<file path="src/rtl/hyper_pkg.sv">
// Shared types and encodings for the HyperBus/PSRAM transaction sequencer.
package hyper_pkg;

    localparam int unsigned HYPER_LEN_W = 16;
    localparam int unsigned CA_BEATS    = 3;

    localparam logic [1:0] MEM_HYPERRAM   = 2'b00;
    localparam logic [1:0] MEM_HYPERFLASH = 2'b01;
    localparam logic [1:0] MEM_PSRAM      = 2'b10;
    localparam logic [1:0] MEM_PSRAM16    = 2'b11;

    typedef enum logic [2:0] {
        ST_IDLE,
        ST_CA,
        ST_LAT,
        ST_DATA,
        ST_CSHI
    } hyper_seq_state_e;

    typedef struct packed {
        logic                   rw;
        logic                   addr_space;
        logic                   burst_type;
        logic [31:0]            addr;
        logic [HYPER_LEN_W-1:0] len;
    } hyper_req_t;

endpackage

</file>
<file path="src/rtl/hyper_rr_arb2.sv">
// Two-requester round-robin arbiter; on a tie the channel that did not win last goes first.
module hyper_rr_arb2 (
    input  logic       i_clk,
    input  logic       i_rst,
    input  logic [1:0] i_req,
    input  logic       i_en,
    output logic [1:0] o_gnt
);

    logic r_last;

    always_comb begin
        o_gnt = 2'b00;
        case (i_req)
            2'b01:   o_gnt = 2'b01;
            2'b10:   o_gnt = 2'b10;
            2'b11:   o_gnt = r_last ? 2'b01 : 2'b10;
            default: o_gnt = 2'b00;
        endcase
    end

    // Reset to 1 so channel 0 wins the first tie.
    always_ff @(posedge i_clk or posedge i_rst) begin
        if (i_rst) begin
            r_last <= 1'b1;
        end else if (i_en && (|i_req)) begin
            r_last <= o_gnt[1];
        end
    end

endmodule

</file>
<file path="src/rtl/hyper_trans_seq.sv">
// Arbitrates two uDMA channels and sequences a HyperBus transaction: CS, 3 CA beats,
// initial latency, data beats and CS high time.
module hyper_trans_seq
    import hyper_pkg::*;
#(
    parameter int unsigned LEN_W       = HYPER_LEN_W,
    parameter int unsigned LAT_W       = 5,
    parameter int unsigned CS_HIGH_CYC = 2
) (
    input  logic                  clk_i,
    input  logic                  rst_i,
    input  logic [1:0]            req_i,
    output logic [1:0]            gnt_o,
    input  logic [1:0]            ch_rw_i,
    input  logic [1:0]            ch_addr_space_i,
    input  logic [1:0]            ch_burst_type_i,
    input  logic [1:0][31:0]      ch_addr_i,
    input  logic [1:0][LEN_W-1:0] ch_len_i,
    input  logic [1:0]            mem_sel_i,
    input  logic [LAT_W-1:0]      latency_i,
    input  logic                  fixed_lat_i,
    output logic                  gen_rw_o,
    output logic                  gen_addr_space_o,
    output logic                  gen_burst_type_o,
    output logic [31:0]           gen_address_o,
    input  logic [47:0]           gen_cmd_addr_i,
    output logic                  cs_n_o,
    output logic                  ca_valid_o,
    output logic [15:0]           ca_data_o,
    input  logic                  ca_ready_i,
    input  logic                  rwds_i,
    output logic                  data_en_o,
    input  logic                  data_beat_i,
    output logic                  done_o,
    output logic                  done_ch_o,
    output logic                  busy_o
);

    localparam int unsigned CNT_W = LAT_W + 1;
    localparam int unsigned CS_W  = $clog2(CS_HIGH_CYC + 1);

    hyper_seq_state_e r_state;
    hyper_req_t       r_req;
    logic             r_ch;
    logic             r_dbl;
    logic [1:0]       r_beat;
    logic [CNT_W-1:0] r_lat_cnt;
    logic [LEN_W-1:0] r_rem;
    logic [CS_W-1:0]  r_cs_cnt;

    logic             w_idle;
    logic [1:0]       w_arb_gnt;
    logic             w_ch;
    hyper_req_t       w_req;
    logic [CNT_W-1:0] w_lat_load;
    logic             w_skip;
    logic [LEN_W-1:0] w_rem_load;

    assign w_idle = (r_state == ST_IDLE);

    hyper_rr_arb2 u_arb (
        .i_clk (clk_i),
        .i_rst (rst_i),
        .i_req (req_i),
        .i_en  (w_idle),
        .o_gnt (w_arb_gnt)
    );

    assign gnt_o = w_idle ? w_arb_gnt : 2'b00;
    assign w_ch  = w_arb_gnt[1];

    assign w_req.rw         = ch_rw_i[w_ch];
    assign w_req.addr_space = ch_addr_space_i[w_ch];
    assign w_req.burst_type = ch_burst_type_i[w_ch];
    assign w_req.addr       = ch_addr_i[w_ch];
    assign w_req.len        = HYPER_LEN_W'(ch_len_i[w_ch]);

    // Latency is doubled when RWDS was high on beat 0 or the device runs fixed double latency.
    assign w_lat_load = CNT_W'(latency_i) << r_dbl;
    assign w_skip     = (w_lat_load == '0) ||
                        ((mem_sel_i == MEM_HYPERRAM) && r_req.addr_space && !r_req.rw);
    assign w_rem_load = (r_req.len == '0) ? LEN_W'(1) : LEN_W'(r_req.len);

    assign gen_rw_o         = r_req.rw;
    assign gen_addr_space_o = r_req.addr_space;
    assign gen_burst_type_o = r_req.burst_type;
    assign gen_address_o    = r_req.addr;

    // CA beats go out MSB-first from the generator word; it is stable for the whole CA phase.
    always_comb begin
        ca_data_o = 16'h0000;
        if (ca_valid_o) begin
            case (r_beat)
                2'd0:    ca_data_o = gen_cmd_addr_i[47:32];
                2'd1:    ca_data_o = gen_cmd_addr_i[31:16];
                default: ca_data_o = gen_cmd_addr_i[15:0];
            endcase
        end
    end

    always_ff @(posedge clk_i or posedge rst_i) begin
        if (rst_i) begin
            r_state    <= ST_IDLE;
            r_req      <= '0;
            r_ch       <= 1'b0;
            r_dbl      <= 1'b0;
            r_beat     <= 2'd0;
            r_lat_cnt  <= '0;
            r_rem      <= '0;
            r_cs_cnt   <= '0;
            cs_n_o     <= 1'b1;
            ca_valid_o <= 1'b0;
            data_en_o  <= 1'b0;
            done_o     <= 1'b0;
            done_ch_o  <= 1'b0;
            busy_o     <= 1'b0;
        end else begin
            done_o    <= 1'b0;
            done_ch_o <= 1'b0;
            case (r_state)
                ST_IDLE: begin
                    if (|req_i) begin
                        r_req      <= w_req;
                        r_ch       <= w_ch;
                        r_beat     <= 2'd0;
                        r_dbl      <= 1'b0;
                        cs_n_o     <= 1'b0;
                        ca_valid_o <= 1'b1;
                        busy_o     <= 1'b1;
                        r_state    <= ST_CA;
                    end
                end
                ST_CA: begin
                    if (ca_ready_i) begin
                        if (r_beat == 2'd0) begin
                            r_dbl <= fixed_lat_i | rwds_i;
                        end
                        if (r_beat == 2'(CA_BEATS - 1)) begin
                            ca_valid_o <= 1'b0;
                            r_lat_cnt  <= w_lat_load;
                            if (w_skip) begin
                                r_rem     <= w_rem_load;
                                data_en_o <= 1'b1;
                                r_state   <= ST_DATA;
                            end else begin
                                r_state <= ST_LAT;
                            end
                        end else begin
                            r_beat <= r_beat + 2'd1;
                        end
                    end
                end
                ST_LAT: begin
                    r_lat_cnt <= r_lat_cnt - CNT_W'(1);
                    if (r_lat_cnt == CNT_W'(1)) begin
                        r_rem     <= w_rem_load;
                        data_en_o <= 1'b1;
                        r_state   <= ST_DATA;
                    end
                end
                ST_DATA: begin
                    if (data_beat_i) begin
                        if (r_rem == LEN_W'(1)) begin
                            done_o    <= 1'b1;
                            done_ch_o <= r_ch;
                            data_en_o <= 1'b0;
                            cs_n_o    <= 1'b1;
                            r_cs_cnt  <= CS_W'(CS_HIGH_CYC);
                            r_state   <= ST_CSHI;
                        end else begin
                            r_rem <= r_rem - LEN_W'(1);
                        end
                    end
                end
                ST_CSHI: begin
                    if (r_cs_cnt == CS_W'(1)) begin
                        busy_o  <= 1'b0;
                        r_state <= ST_IDLE;
                    end else begin
                        r_cs_cnt <= r_cs_cnt - CS_W'(1);
                    end
                end
                default: begin
                    cs_n_o  <= 1'b1;
                    busy_o  <= 1'b0;
                    r_state <= ST_IDLE;
                end
            endcase
        end
    end

endmodule

</file>
<file path="config.mk">
export PLATFORM = sky130hd
export DESIGN_NAME = hyper_trans_seq
export DESIGN_NICKNAME = d
export VERILOG_FILES = /design/src/rtl/hyper_pkg.sv /design/src/rtl/hyper_rr_arb2.sv /design/src/rtl/hyper_trans_seq.sv
export SDC_FILE = /design/constraint.sdc
export NUM_CORES = 1
export LEC_CHECK = 0
export BUFFER_PORTS_ARGS = -buffer_cell sky130_fd_sc_hd__buf_2
export CORE_AREA = 2 2 174 108
export CTS_CLUSTER_SIZE = 24
export DETAILED_ROUTE_END_ITERATION = 8
export DIE_AREA = 0 0 176 110
export GPL_ROUTABILITY_DRIVEN = 0
export GPL_TIMING_DRIVEN = 0
export SLEW_MARGIN = 10
export SYNTH_ARGS = -nofsm -noshare
export SYNTH_HDL_FRONTEND = slang
export SYNTH_SLANG_ARGS = --single-unit
</file>
<file path="constraint.sdc">
create_clock -name clk_i -period 2.4 [get_ports clk_i]
set_input_delay 0 -clock clk_i [delete_from_list [all_inputs] [get_ports clk_i]]
set_output_delay 0 -clock clk_i [all_outputs]
set_load 0.1 [all_outputs]
</file>
Word-level counts from Yosys, hierarchy flattened. Index checks and enable logic that the tools add are counted.

Bits in latches: 0. Bits of input ports: 165. Memories kept: 0. Memory bits (writable): 0. Register bits: 89. Bits in read-only memories: 0. Word-level logic and storage cells: 149.

Shifts and indexed selects: 1. Order comparisons: 1. Muxes and demuxes: 69. Reductions and logical operators: 28. Equality and inequality tests: 24. Bitwise operators: 3. Div/mod/pow operators: 0. $add $sub $neg: 4. Multipliers: 0.

Operators by type and width (count): 16-bit 2-to-1 mux (10); 32-bit 2-to-1 mux (2); 16-bit one-hot mux with 3 select lines (1); 16-bit one-hot mux with 2 select lines (1); 1-bit 2-to-1 mux (28); 2-bit != test (second input constant) (12); 3-bit 2-to-1 mux (7); 7-bit AND reduction (3); 4-bit AND reduction (5); 16-bit by 1-bit == test with 1-bit output (second input constant) (1); 16-bit zero test (1); 2-bit 2-to-1 mux (8); 16-bit by 1-bit subtractor with 16-bit output (second input constant) (1); 3-bit one-hot mux with 5 select lines (1); 6-bit 2-to-1 mux (2); 6-bit one-hot mux with 2 select lines (1); 1-bit one-hot mux with 3 select lines (3); 2-bit one-hot mux with 2 select lines (2); 2-bit by 1-bit == test with 1-bit output (second input constant) (3); 2-bit == test (second input constant) (3); 3-bit by 2-bit == test with 1-bit output (second input constant) (2); 6-bit by 1-bit == test with 1-bit output (second input constant) (1); 6-bit zero test (1); 2-bit one-hot mux with 3 select lines (1); 21 further kinds (30).

Logic depth before layout (Yosys ltp).
Depth in word-level cells: 8. Mapped depth: 9. Mapped depth without buffers: 7.

Hierarchy. A second synthesis with hierarchy kept.

Cells, all modules: 598. Area total of the unflattened synthesis: 5380.2 um^2.

Modules (own cells, without submodules): hyper_trans_seq (area an instance 5320.1 um^2, instances 1, cells an instance 591); hyper_rr_arb2 (area an instance 60.1 um^2, instances 1, cells an instance 7).

Worst setup path after synthesis. No wires, ideal clock.

Path type: register -> output. From: reg r_beat[0]. To: out ca_data_o[10]. Stages on the path, launching flop included: 8. Setup slack: -1.238 ns. Arrival time: 3.638 ns. Cells stage by stage: dfrtp_1 > inv_1 > ha_1 > clkbuf_1 > nor2_1 > clkbuf_1 > nand2_1 > a21boi_0.

Word-level cells in the longest chain between the ends: 3. Elaborated cells between the ends (all ways): 4.

RTL lines: start, declared (RTL line hyper_trans_seq.sv:46) `logic [1:0] r_beat;`; start signal, assigned (RTL line hyper_trans_seq.sv:149) `r_beat <= r_beat + 2'd1;`; 2-bit by 1-bit == test with 1-bit output or 2-bit zero test (tied branches) (RTL line hyper_trans_seq.sv:93) `case (r_beat)`; 16-bit one-hot mux with 2 select lines (*) (RTL line hyper_trans_seq.sv:93); 16-bit 2-to-1 mux (*) (RTL line hyper_trans_seq.sv:92) `if (ca_valid_o) begin`; end, declared (RTL line hyper_trans_seq.sv:29) `output logic [15:0] ca_data_o,`.

Every way passes the cells marked *; elsewhere a longest branch is shown, timed or not.

Final worst setup path.
From: reg r_rem[12]. To: reg r_rem[7].

Word-level cells in the longest chain between the ends: 3.

RTL lines: start, declared (RTL line hyper_trans_seq.sv:48) `logic [LEN_W-1:0] r_rem;`; start signal, assigned (RTL line hyper_trans_seq.sv:142) `r_rem <= w_rem_load;`; start signal, assigned (RTL line hyper_trans_seq.sv:156) `r_rem <= w_rem_load;`; start signal, assigned (RTL line hyper_trans_seq.sv:171) `r_rem <= r_rem - LEN_W'(1);`; 16-bit by 1-bit == test with 1-bit output (RTL line hyper_trans_seq.sv:163) `if (r_rem == LEN_W'(1)) begin`; 2-bit != test (no line); 7-bit AND reduction (no line).

Every way passes these cells. A chain may end at the register's enable or synchronous reset.

==> results.json <==
{
  "min_period_ns": 2.31,
  "grt-ovfl-total": 0,
  "hold_viol_final": 2,
  "critPathCaptureType": "flop",
  "hold_slack_ns": -0.00650,
  "violations": "hold timing",
  "netlist_instances": 584,
  "hold_path_class": "primary input to flop",
  "cp.required_ns": 2.61,
  "rsz0062_at_grt": "false",
  "pin_count": 224,
  "outcome": "finished with violations",
  "ys_warn_count": 0,
  "synth.most_common_cell": "nand2_1",
  "pwr-share-clk_pct": 13.0,
  "drc": 0,
  "dieHeight_um": 110,
  "fillers": 1688,
  "drive_above_1_share_pct": 35.8,
  "tightest_slew_ns": 0.700,
  "die-area_um2": 19400,
  "slew_headroom_pct": 53.3,
  "ys.flop_type": "dfrtp_1",
  "drtAntennaViolNets": 0,
  "routed_wl_um": 19400,
  "grt_max_degree": 48,
  "path_clk_slew_ns": 0.07,
  "wl_per_cell_um": 16.5,
  "nNetsFinal": 1102,
  "layout-area-overhead-vs-synth_pct": 56.7,
  "p_leak_nw": 3.96,
  "worst_slack_ns": 0.0853,
  "switchingPower_mw": 6.28,
  "avgSynthCellArea_um2": 8.97,
  "critPathArrivalTime_ns": 2.53,
  "preCtsSetupSlack_ns": -0.145,
  "dp_hpwl_um": 13300,
  "regArea_um2": 2230,
  "dr.pass1.iters": 4,
  "vias": 5846,
  "synthArstFlopShare_pct": 100,
  "fmax_mhz": 432,
  "finalMaxSlewViolations": 0,
  "cts_buffer_depth": 2,
  "drtIter0Drc": 364,
  "die_w_um": 176,
  "clkSinkCount": 89,
  "sequentialPowerShare_pct": 24.3,
  "grt_use_total_pct": 19.5,
  "numCtsBuffers": 9,
  "core_um2": 17700,
  "antenna_found_initial": 0,
  "grt_pass1_vias": 5549,
  "ir_drop_mv": 0.872,
  "fin_setup_tns_ns": 0,
  "syn_nets": 757,
  "slowest_delay_ns": 0.57,
  "setup_viol_count_final": 0,
  "fin_skew_ns": 0.0120,
  "fin_cells": 1174,
  "io_buffers": 223,
  "clk_latency_ns": 0.35,
  "cts_max_level": 3,
  "maxCapViolations": 0,
  "synth-seq-cells": 89,
  "grt_pass1_wl_um": 29500,
  "final.period_utilization_pct": 96.4,
  "setup.worst_path.start_class": "flop",
  "crit_slowest_cell": "or4_4",
  "yosysTopAreaCellShare_pct": 41.6,
  "crit_chain": "or4_4, or4_4, nor3_4, buf_6, a211oi_1, a2bb2oi_1",
  "power_frac_comb_pct": 62.8,
  "rows": 38,
  "netlist_area_um2": 5240,
  "cts_tree": "built",
  "synth_cell_types": 51,
  "yosysTopAreaCell": "dfrtp_1",
  "swShare_pct": 56.2,
  "crit_type": "flop to flop",
  "synth_area_leaders": "dfrtp_1 42%, mux2i_1 9.4%, o21ai_0 7.5%, nand2_1 6.5%, buf_4 4.6%",
  "vias_per_cell": 4.98,
  "p_int_mw": 4.90,
  "crit_fanout": 5,
  "clock-root-buffer": "clkbuf_16",
  "n_antenna_cell": 0,
  "design_area_um2": 8210,
  "crit_top_cell": "or4_4",
  "start_util_pct": 29.5,
  "cellPowerDensity_nw_per_um2": 1360,
  "synth_edf_count": 0,
  "numPlacedInstances": 1048,
  "netlist_top_cells_count": "91 x nand2_1, 87 x dfrtp_1, 79 x o21ai_0",
  "multiInputGateArea_um2": 2650,
  "yosysSeqAreaShare_pct": 42.6,
  "placed_cell_area_um2": 6750
}
## what timing repair did
item                       4_1_cts  5_1_grt
setup endpoints to repair       33       51
gates cloned                     0        1
resized for setup               20       19
pin swaps                        2        4
buffers inserted                 4        6
hold buffers                   102        0
hold endpoints to repair        94        0
## cell usage in the layout (no fill, tap or decap), types with 8 or more instances in the layout
cell type      Yosys  layout
o21ai_0           79      79
nand3_1            8       8
o22ai_1           10      10
dlygate4sd3_1      0     102
inv_1             14      12
nor2_1            23      20
a21boi_2           0      16
mux2i_1           49      49
buf_2              0     215
dfrtp_1           87      83
buf_4             32      53
a22oi_1           29      29
nor3_1            11      11
ha_1               8       8
a21oi_1           15      15
clkbuf_16          0       9
nand2_1           91      90
clkbuf_1          29      21
## power groups by stage
| stage | clock network (mW) | registers (mW) | logic (mW) |
|---|---|---|---|
| finish | 1.45 | 2.72 | 7.02 |
| global route | 1.55 | 2.80 | 7.44 |
| CTS | 1.49 | 2.69 | 6.91 |
| detailed placement | 0 | 2.72 | 6.66 |
| global placement | 0 | 2.71 | 6.62 |
| floorplan | 0 | 2.86 | 5.26 |
## layout make-up
cell class                 count  share of cell area (%)
tap                          240                    3.66
clock inverter                 6                   0.762
multi-input combinational    414                    32.3
clock buffer                  10                    2.91
inverter                      14                   0.671
timing repair buffer         337                    27.8
sequential                    89                    27.2
buffer                        64                    4.64
## critical path: cells and delay by family, from the launching register on
| family | cells | cell delay, ns |
|---|---|---|
| and+or+nand+nor | 3 | 1.39 |
| buffers and inverters | 1 | 0.17 |
| AOI/OAI and AO/OA | 2 | 0.21 |
| DFF | 1 | 0.42 |
## sequential cells by signal, summed over array words and instances, names as in the netlist
register,count
gen_rw_o,1
r_lat_cnt,6
gen_address_o,32
u_arb.r_last,1
done_ch_o,1
done_o,1
gen_burst_type_o,1
busy_o,1
r_req,16
r_dbl,1
r_state,3
r_cs_cnt,2
r_ch,1
cs_n_o,1
r_rem,16
gen_addr_space_o,1
data_en_o,1
r_beat,2
ca_valid_o,1
## logic make-up (layout without fill, tap and decap cells)
group	count (synthesis)	in the layout	synth area share, %
AO/OA/AOI/OAI	186	186	22.5
adder cells (fa/ha/maj)	8	8	1.91
buffers and inverters	81	431	8.38
flip-flops	89	89	42.6
multiplexers	49	49	9.36
AND/OR/NAND/NOR	171	171	15.3
## routing by layer
layer / GRT usage (%) / vias up / part of all wire [%]
li1: - / 2773 / -
met1: 28.1 / 2786 / 48
met2: 28.3 / 259 / 43
met3: 5.69 / 28 / 8.2
met4: 5.90 / 0 / 1.6
met5: 0 / - / 0
## metrics by stage
stage                     power (mW)  hold WS, ns  util (%)
final                           11.2     -0.00650      46.3
after global routing            11.8       0.0324      46.3
after CTS                       11.1      0.00690      45.9
after detailed placement        9.37       0.0977      38.1
after global placement          9.33        0.232      37.9
after floorplan                 8.12        0.129         -
## path summary, 6_finish.rpt
| kind | startpoint | end | slack, ns | cells past startpoint |
|---|---|---|---|---|
| worst max register to register | r_rem[12]$_DFFE_PP0P_ | r_rem[7]$_DFFE_PP0P_ | 0.09 | 6 |
| worst min-delay path | ch_addr_i[22] | gen_address_o[22]$_DFFE_PP0P_ | -0.007 | 3 |
| worst max-delay path | r_rem[12]$_DFFE_PP0P_ | r_rem[7]$_DFFE_PP0P_ | 0.09 | 6 |
| max in group asynchronous | rst_i | cs_n_o$_DFFE_PP1P_ | 1.44 | 4 |
| min in group asynchronous | rst_i | r_req[1]$_DFFE_PP0P_ | 0.26 | 3 |
| worst min register to register | gen_address_o[22]$_DFFE_PP0P_ | gen_address_o[22]$_DFFE_PP0P_ | 0.48 | 2 |
Power figures use the tool's default switching activity.
